[src/rtl/dmem_wbuf_ctrl_if.sv]
// rtl/dmem_wbuf_ctrl_if.sv - external word-memory req/ack bus between the controller and memory
interface dmem_wbuf_ctrl_if;
   logic        ext_req;
   logic        ext_we;
   logic [31:0] ext_adr;
   logic [31:0] ext_wdata;
   logic        ext_ack;
   logic [31:0] ext_rdata;

   modport master (
      output ext_req, ext_we, ext_adr, ext_wdata,
      input  ext_ack, ext_rdata
   );

   modport slave (
      input  ext_req, ext_we, ext_adr, ext_wdata,
      output ext_ack, ext_rdata
   );
endinterface

[src/rtl/dmem_wbuf_ctrl.sv]
// rtl/dmem_wbuf_ctrl.sv - MEM-stage data memory controller with FIFO write buffer
// Define DMEM_WBUF_FWD_EN for store-to-load forwarding out of the write buffer.
module dmem_wbuf_ctrl #(
   parameter int unsigned WB_DEPTH = 4
) (
   input  logic                   clk,
   input  logic                   rst,
   input  logic                   mem_read,
   input  logic                   mem_write,
   input  logic [31:0]            data_adr,
   input  logic [31:0]            data_out,
   output logic [31:0]            data_in,
   output logic                   mem_stall,
   dmem_wbuf_ctrl_if.master       ext
);

   localparam int unsigned PTR_W = (WB_DEPTH > 1) ? $clog2(WB_DEPTH) : 1;
   localparam int unsigned CNT_W = PTR_W + 1;
   localparam logic [CNT_W-1:0] FULL_CNT = CNT_W'(WB_DEPTH);

   localparam logic [1:0] S_IDLE    = 2'd0;
   localparam logic [1:0] S_RD      = 2'd1;
   localparam logic [1:0] S_WR      = 2'd2;
   localparam logic [1:0] S_RD_DONE = 2'd3;

   logic [1:0]       state_q, state_d;
   logic [PTR_W-1:0] wr_ptr_q, wr_ptr_d;
   logic [PTR_W-1:0] rd_ptr_q, rd_ptr_d;
   logic [CNT_W-1:0] count_q, count_d;
   logic [31:0]      buf_adr_q [WB_DEPTH];
   logic [31:0]      buf_adr_d [WB_DEPTH];
   logic [31:0]      buf_dat_q [WB_DEPTH];
   logic [31:0]      buf_dat_d [WB_DEPTH];
   logic [31:0]      rdata_q, rdata_d;
   logic             req_q, req_d;
   logic             we_q, we_d;
   logic [31:0]      adr_q, adr_d;
   logic [31:0]      wdata_q, wdata_d;

   logic             buf_empty;
   logic             buf_full;
   logic             is_store;
   logic             push;
   logic             pop;
   logic             fwd_hit;
   logic [31:0]      fwd_data;
   logic             rd_miss;
   logic             rd_issue;

   assign buf_empty = (count_q == '0);
   assign buf_full  = (count_q == FULL_CNT);
   // A simultaneous load and store is served as a load; the store is dropped.
   assign is_store  = mem_write && !mem_read;
   assign push      = is_store && !buf_full;
   assign pop       = (state_q == S_WR) && ext.ext_ack;

`ifdef DMEM_WBUF_FWD_EN
   logic [PTR_W-1:0] scan_idx;

   // Walk oldest to youngest so the last match seen is the youngest store.
   always_comb begin
      fwd_hit  = 1'b0;
      fwd_data = '0;
      scan_idx = rd_ptr_q;
      for (int k = 0; k < int'(WB_DEPTH); k++) begin
         scan_idx = rd_ptr_q + PTR_W'(k);
         if ((CNT_W'(k) < count_q) && (buf_adr_q[scan_idx][31:2] == data_adr[31:2])) begin
            fwd_hit  = 1'b1;
            fwd_data = buf_dat_q[scan_idx];
         end
      end
      fwd_hit = fwd_hit && mem_read;
   end

   assign rd_miss  = mem_read && !fwd_hit;
   assign rd_issue = rd_miss;
`else
   assign fwd_hit  = 1'b0;
   assign fwd_data = '0;
   assign rd_miss  = mem_read;
   // Without address compare the buffer must be empty before a read is safe.
   assign rd_issue = mem_read && buf_empty;
`endif

   assign mem_stall = (rd_miss && (state_q != S_RD_DONE)) || (is_store && buf_full);
   assign data_in   = fwd_hit ? fwd_data : rdata_q;

   assign ext.ext_req   = req_q;
   assign ext.ext_we    = we_q;
   assign ext.ext_adr   = adr_q;
   assign ext.ext_wdata = wdata_q;

   always_comb begin
      state_d = state_q;
      rdata_d = rdata_q;
      req_d   = req_q;
      we_d    = we_q;
      adr_d   = adr_q;
      wdata_d = wdata_q;
      unique case (state_q)
         S_IDLE: begin
            if (rd_issue) begin
               state_d = S_RD;
               req_d   = 1'b1;
               we_d    = 1'b0;
               adr_d   = data_adr;
               wdata_d = '0;
            end else if (!buf_empty) begin
               state_d = S_WR;
               req_d   = 1'b1;
               we_d    = 1'b1;
               adr_d   = buf_adr_q[rd_ptr_q];
               wdata_d = buf_dat_q[rd_ptr_q];
            end
         end
         S_RD: begin
            if (ext.ext_ack) begin
               state_d = S_RD_DONE;
               rdata_d = ext.ext_rdata;
               req_d   = 1'b0;
               adr_d   = '0;
            end
         end
         S_WR: begin
            if (ext.ext_ack) begin
               state_d = S_IDLE;
               req_d   = 1'b0;
               we_d    = 1'b0;
               adr_d   = '0;
               wdata_d = '0;
            end
         end
         default: begin
            state_d = S_IDLE;
         end
      endcase
   end

   always_comb begin
      buf_adr_d = buf_adr_q;
      buf_dat_d = buf_dat_q;
      wr_ptr_d  = wr_ptr_q;
      rd_ptr_d  = rd_ptr_q;
      count_d   = count_q;
      if (push) begin
         buf_adr_d[wr_ptr_q] = data_adr;
         buf_dat_d[wr_ptr_q] = data_out;
         wr_ptr_d            = wr_ptr_q + PTR_W'(1);
      end
      if (pop) begin
         rd_ptr_d = rd_ptr_q + PTR_W'(1);
      end
      unique case ({push, pop})
         2'b10:   count_d = count_q + CNT_W'(1);
         2'b01:   count_d = count_q - CNT_W'(1);
         default: count_d = count_q;
      endcase
   end

   always_ff @(posedge clk) begin
      if (!rst) begin
         state_q  <= S_IDLE;
         wr_ptr_q <= '0;
         rd_ptr_q <= '0;
         count_q  <= '0;
         rdata_q  <= '0;
         req_q    <= 1'b0;
         we_q     <= 1'b0;
         adr_q    <= '0;
         wdata_q  <= '0;
      end else begin
         state_q  <= state_d;
         wr_ptr_q <= wr_ptr_d;
         rd_ptr_q <= rd_ptr_d;
         count_q  <= count_d;
         rdata_q  <= rdata_d;
         req_q    <= req_d;
         we_q     <= we_d;
         adr_q    <= adr_d;
         wdata_q  <= wdata_d;
      end
   end

   // Buffer contents need no reset: validity is tracked by the pointers and count.
   always_ff @(posedge clk) begin
      buf_adr_q <= buf_adr_d;
      buf_dat_q <= buf_dat_d;
   end

   always_ff @(posedge clk) begin
      if (rst) begin
         assert (!(mem_read && mem_write))
         else $warning("dmem_wbuf_ctrl: load and store asserted together, store dropped");
      end
   end

endmodule

[src/flat_wrapper.sv]
// flat-port wrapper written by rule: the top's interface ports become plain ports
module dmem_wbuf_ctrl_flat 
#(
   parameter int unsigned WB_DEPTH = 4
)
  (clk, rst, mem_read, mem_write, data_adr, data_out, data_in, mem_stall, ext_ext_req, ext_ext_we, ext_ext_adr, ext_ext_wdata, ext_ext_ack, ext_ext_rdata);
  dmem_wbuf_ctrl_if ext_i ();
  input  logic clk;
  input  logic rst;
  input  logic mem_read;
  input  logic mem_write;
  input  logic [31:0] data_adr;
  input  logic [31:0] data_out;
  output logic [31:0] data_in;
  output logic mem_stall;
  output wire logic [$bits(ext_i.ext_req)-1:0] ext_ext_req;
  output wire logic [$bits(ext_i.ext_we)-1:0] ext_ext_we;
  output wire logic [$bits(ext_i.ext_adr)-1:0] ext_ext_adr;
  output wire logic [$bits(ext_i.ext_wdata)-1:0] ext_ext_wdata;
  input wire logic [$bits(ext_i.ext_ack)-1:0] ext_ext_ack;
  input wire logic [$bits(ext_i.ext_rdata)-1:0] ext_ext_rdata;
  assign ext_ext_req = ext_i.ext_req;
  assign ext_ext_we = ext_i.ext_we;
  assign ext_ext_adr = ext_i.ext_adr;
  assign ext_ext_wdata = ext_i.ext_wdata;
  assign ext_i.ext_ack = ext_ext_ack;
  assign ext_i.ext_rdata = ext_ext_rdata;
  dmem_wbuf_ctrl #(.WB_DEPTH(WB_DEPTH)) u_core (.clk(clk), .rst(rst), .mem_read(mem_read), .mem_write(mem_write), .data_adr(data_adr), .data_out(data_out), .data_in(data_in), .mem_stall(mem_stall), .ext(ext_i));
endmodule
[config.mk]
export PLATFORM = sky130hd
export DESIGN_NAME = dmem_wbuf_ctrl_flat
export DESIGN_NICKNAME = d
export VERILOG_FILES = /design/src/rtl/dmem_wbuf_ctrl_if.sv /design/src/rtl/dmem_wbuf_ctrl.sv /design/src/flat_wrapper.sv
export SDC_FILE = /design/constraint.sdc
export NUM_CORES = 1
export LEC_CHECK = 0
export CORE_UTILIZATION = 25
export DETAILED_ROUTE_END_ITERATION = 8
export HOLD_SLACK_MARGIN = 0.15
export PLACE_DENSITY = 0.5
export RECOVER_POWER = 50
export SYNTH_ARGS = -nofsm -noshare
export SYNTH_HDL_FRONTEND = slang
export SYNTH_SLANG_ARGS = --single-unit
[constraint.sdc]
create_clock -name clk -period 8 [get_ports clk]
set_input_delay 0.8 -clock clk [delete_from_list [all_inputs] [get_ports clk]]
set_output_delay 0.8 -clock clk [all_outputs]
set_load 0.01 [all_outputs]
==> results.yml <==
status:
  status: "finished, violations left"
  violations: "capacitance limit, slew limit"
synthesis:
  yosys_warnings: 0
  syn-num-nets: 924
  synth_xor_area_frac: 0.00328
  ys_async_sr_fraction: 0
  ys_seq_area_frac: 0.735
  netlist.area_leader.share: 0.575
  yosys.area.top_type: "edfxtp_1"
  synth_edf_count: 256
  synth_mux_area_frac: 0.109
  yosys.area_share.adder: 0.00992
  synth_top_family_by_area: "multiplexers"
  synthTopCellsByArea: "edfxtp_1 (58%), dfxtp_1 (16%), mux4_2 (11%), a22oi_1 (3.5%), a21oi_1 (2.7%)"
  synthCells: 813
  netlist_area_mm2: 0.0134
  ys_ff_latch: 363
  syn_avg_cell_area_um2: 16.4
  synth_ff_type: "edfxtp_1"
  synth_compound_area_frac: 0.0792
  yosys.area_share.simple: 0.0424
  ys_types: 35
global_routing:
  antenna_found_initial: 7
  grt_pass1_vias: 8118
  use_met3: 0.0292
  met1_usage: 0.162
  gr-total-overflow: 0
  grt_pass1_wl_mm: 50.0
  grt_use_total: 0.123
  grt_busiest_layer: "met2"
  globalRouteMet2Util: 0.195
  grt_max_degree: 65
cts:
  ctsResizeCount: 0
  cts_tree: "yes"
  ctsHoldBuffers: 0
  cts-htree-levels: 2
  clkSinkCount: 363
  cts_root_buffer: "clkbuf_16"
  clk_path_buf_depth: 3
  cts_inserted_buffers: 42
  post_cts.repair.setup_buffers: 0
  clk_latency_ns: 0.57
  clkSlewWorstSetupHoldPaths_ns: 0.05
timing:
  rsz0062_at_grt: "no"
  slew_violations: 33
  finalClockSkew_ns: 0.0219
  fmax_mhz: 308
  timing.final.crit_share: 0.406
  worst_pin_slew_ns: 1.69
  layout_min_cycle_time_ns: 3.25
  setup_tns_ns: 0
  setup_viol: 0
  final_hold_viol_count: 0
  slew_headroom: -0.129
pwr:
  p_per_area_mw_per_mm2: 305
  p_leak_uw: 0.00575
  ir_drop_v: 0.000162
routing:
  vias: 7685
  remaining_drc_errors: 0
  antenna_left: 0
  vias_per_cell: 4.42
  routedWlPerCell_um: 19.1
  wirelength_mm: 33.3
  dr.pass1.iters: 5
  drt_iter0_markers: 492
final_layout:
  syn2layout_area_growth_pct: 30.7
  final_common_cell: "edfxtp_1"
  final_layout_size_suffix_gt1_frac: 0.141
  finalNonFillerCells: 1739
  nets: 1126
  final_cell_mix: "edfxtp_1 (256), dlygate4sd3_1 (145), dfxtp_1 (105)"
critical_path:
  critical_path_class: "in2out"
  cp-start-kind: "input port"
  required_ns: 7.20
  worstSetupEndpointType: "output pin"
  crit_fanout: 6
  crit_arrival_ns: 2.45
  reg2reg_depth: 4
  crit_slowest_cell: "dlygate4sd3_1"
  max_stage_delay_ns: 0.66
  path_cells: "dlygate4sd3_1 > nand2b_1 > o22ai_1 > clkdlybuf4s50_1"
die:
  rows: 84
  die_w_um: 233
  die_area_mm2: 0.0544
  io_pins: 200
  fp.dieH_um: 233
  core_area_mm2: 0.0527
  initial_core_util: 0.254
worst_hold_path:
  min_path_type: "reg2reg"
  min_delay_path_depth: 2
placement:
  dp_hpwl_mm: 19.6
  portBuffers: 199
  gp_congestion: 0.729
  placedCellCount: 1659
run:
  max_cap_violations: 1
-- metal layers --
layer  routed length (µm)  vias to the layer above
met5                   31                        -
met4                  902                        4
met3                 1730                       56
met2                15400                      176
met1                15200                     3894
li1                     -                     3555
-- final cells by class --
cell class | instances | area, µm²
multi-input combinational | 387 | 3280
fill | 5108 | 35200
tap | 688 | 861
timing repair buffer | 210 | 2070
inverter | 11 | 43.8
clock inverter | 24 | 269
sequential | 363 | 9840
clock buffer | 52 | 1100
antenna | 4 | 10.0
-- cell families (layout without fill, tap and decap cells) --
| family | count (synthesis) | count (layout) |
|---|---|---|
| and+or+nand+nor | 131 | 131 |
| xor gates and xnor gates | 5 | 5 |
| other | 0 | 4 |
| adders and majority gates | 10 | 10 |
| AOI/OAI and AO/OA | 176 | 176 |
| buffers and inverters | 63 | 297 |
| muxes | 65 | 65 |
| DFF | 363 | 363 |
-- final timing paths --
check | slack [ns] | end | start
worst max-delay path | 4.75 | mem_stall | mem_read
worst min-delay path | 0.45 | u_core.data_in[4] | u_core.data_in[4]
worst max register to register | 5.34 | u_core.ext.ext_adr[24] | u_core.rd_ptr_q[0]
worst min register to register | 0.45 | u_core.data_in[4] | u_core.data_in[4]
-- synth_stat cells (all sizes together), types with 2 or more instances --
cell type / n
edfxtp: 256
a31oi: 2
dfxtp: 107
nor2: 43
a22oi: 63
inv: 10
xor2: 3
clkbuf: 32
nor3: 3
mux4: 64
o21ai: 35
xnor2: 2
a21oi: 72
nand2: 71
nor2b: 2
and2: 7
ha: 9
buf: 20
-- sequential cells by signal, indices dropped and copies added (netlist names), 2 cells and up --
register              flops
u_core.buf_adr_q        128
u_core.buf_dat_q        128
u_core.count_q            3
u_core.data_in           32
u_core.ext.ext_adr       32
u_core.ext.ext_wdata     32
u_core.rd_ptr_q           2
u_core.state_q            2
u_core.wr_ptr_q           2
-- worst max-delay path: cells and delay by family --
family	cells	cell delay (ns)
buffers and inverters	2	1.23
and+or+nand+nor	1	0.24
AOI/OAI and AO/OA	1	0.18
-- power breakdown --
part,total [µW],leakage [µW],internal [µW],switching [µW]
Sequential,2290,0.00320,2190,100
Clock,1910,0.000671,1140,769
Combinational,1130,0.00188,498,631
Total,5330,0.00575,3830,1500
-- per-stage QoR --
step | hold WS (ns) | utilization | cell area, µm² | total power (µW) | setup slack [ns]
6_report | 0.449 | 0.332 | 17500 | 5330 | 4.75
5_1_grt | 0.464 | 0.332 | 17500 | 5600 | 4.65
4_1_cts | 0.454 | 0.332 | 17500 | 5480 | 4.80
3_5_place_dp | 0.446 | 0.306 | 16100 | 3520 | 4.23
3_3_place_gp | 0.440 | 0.306 | 16100 | 3510 | 4.26
2_1_floorplan | 0.481 | - | 13400 | 2970 | 4.71
Note: power is estimated with default switching activity, not from simulation.
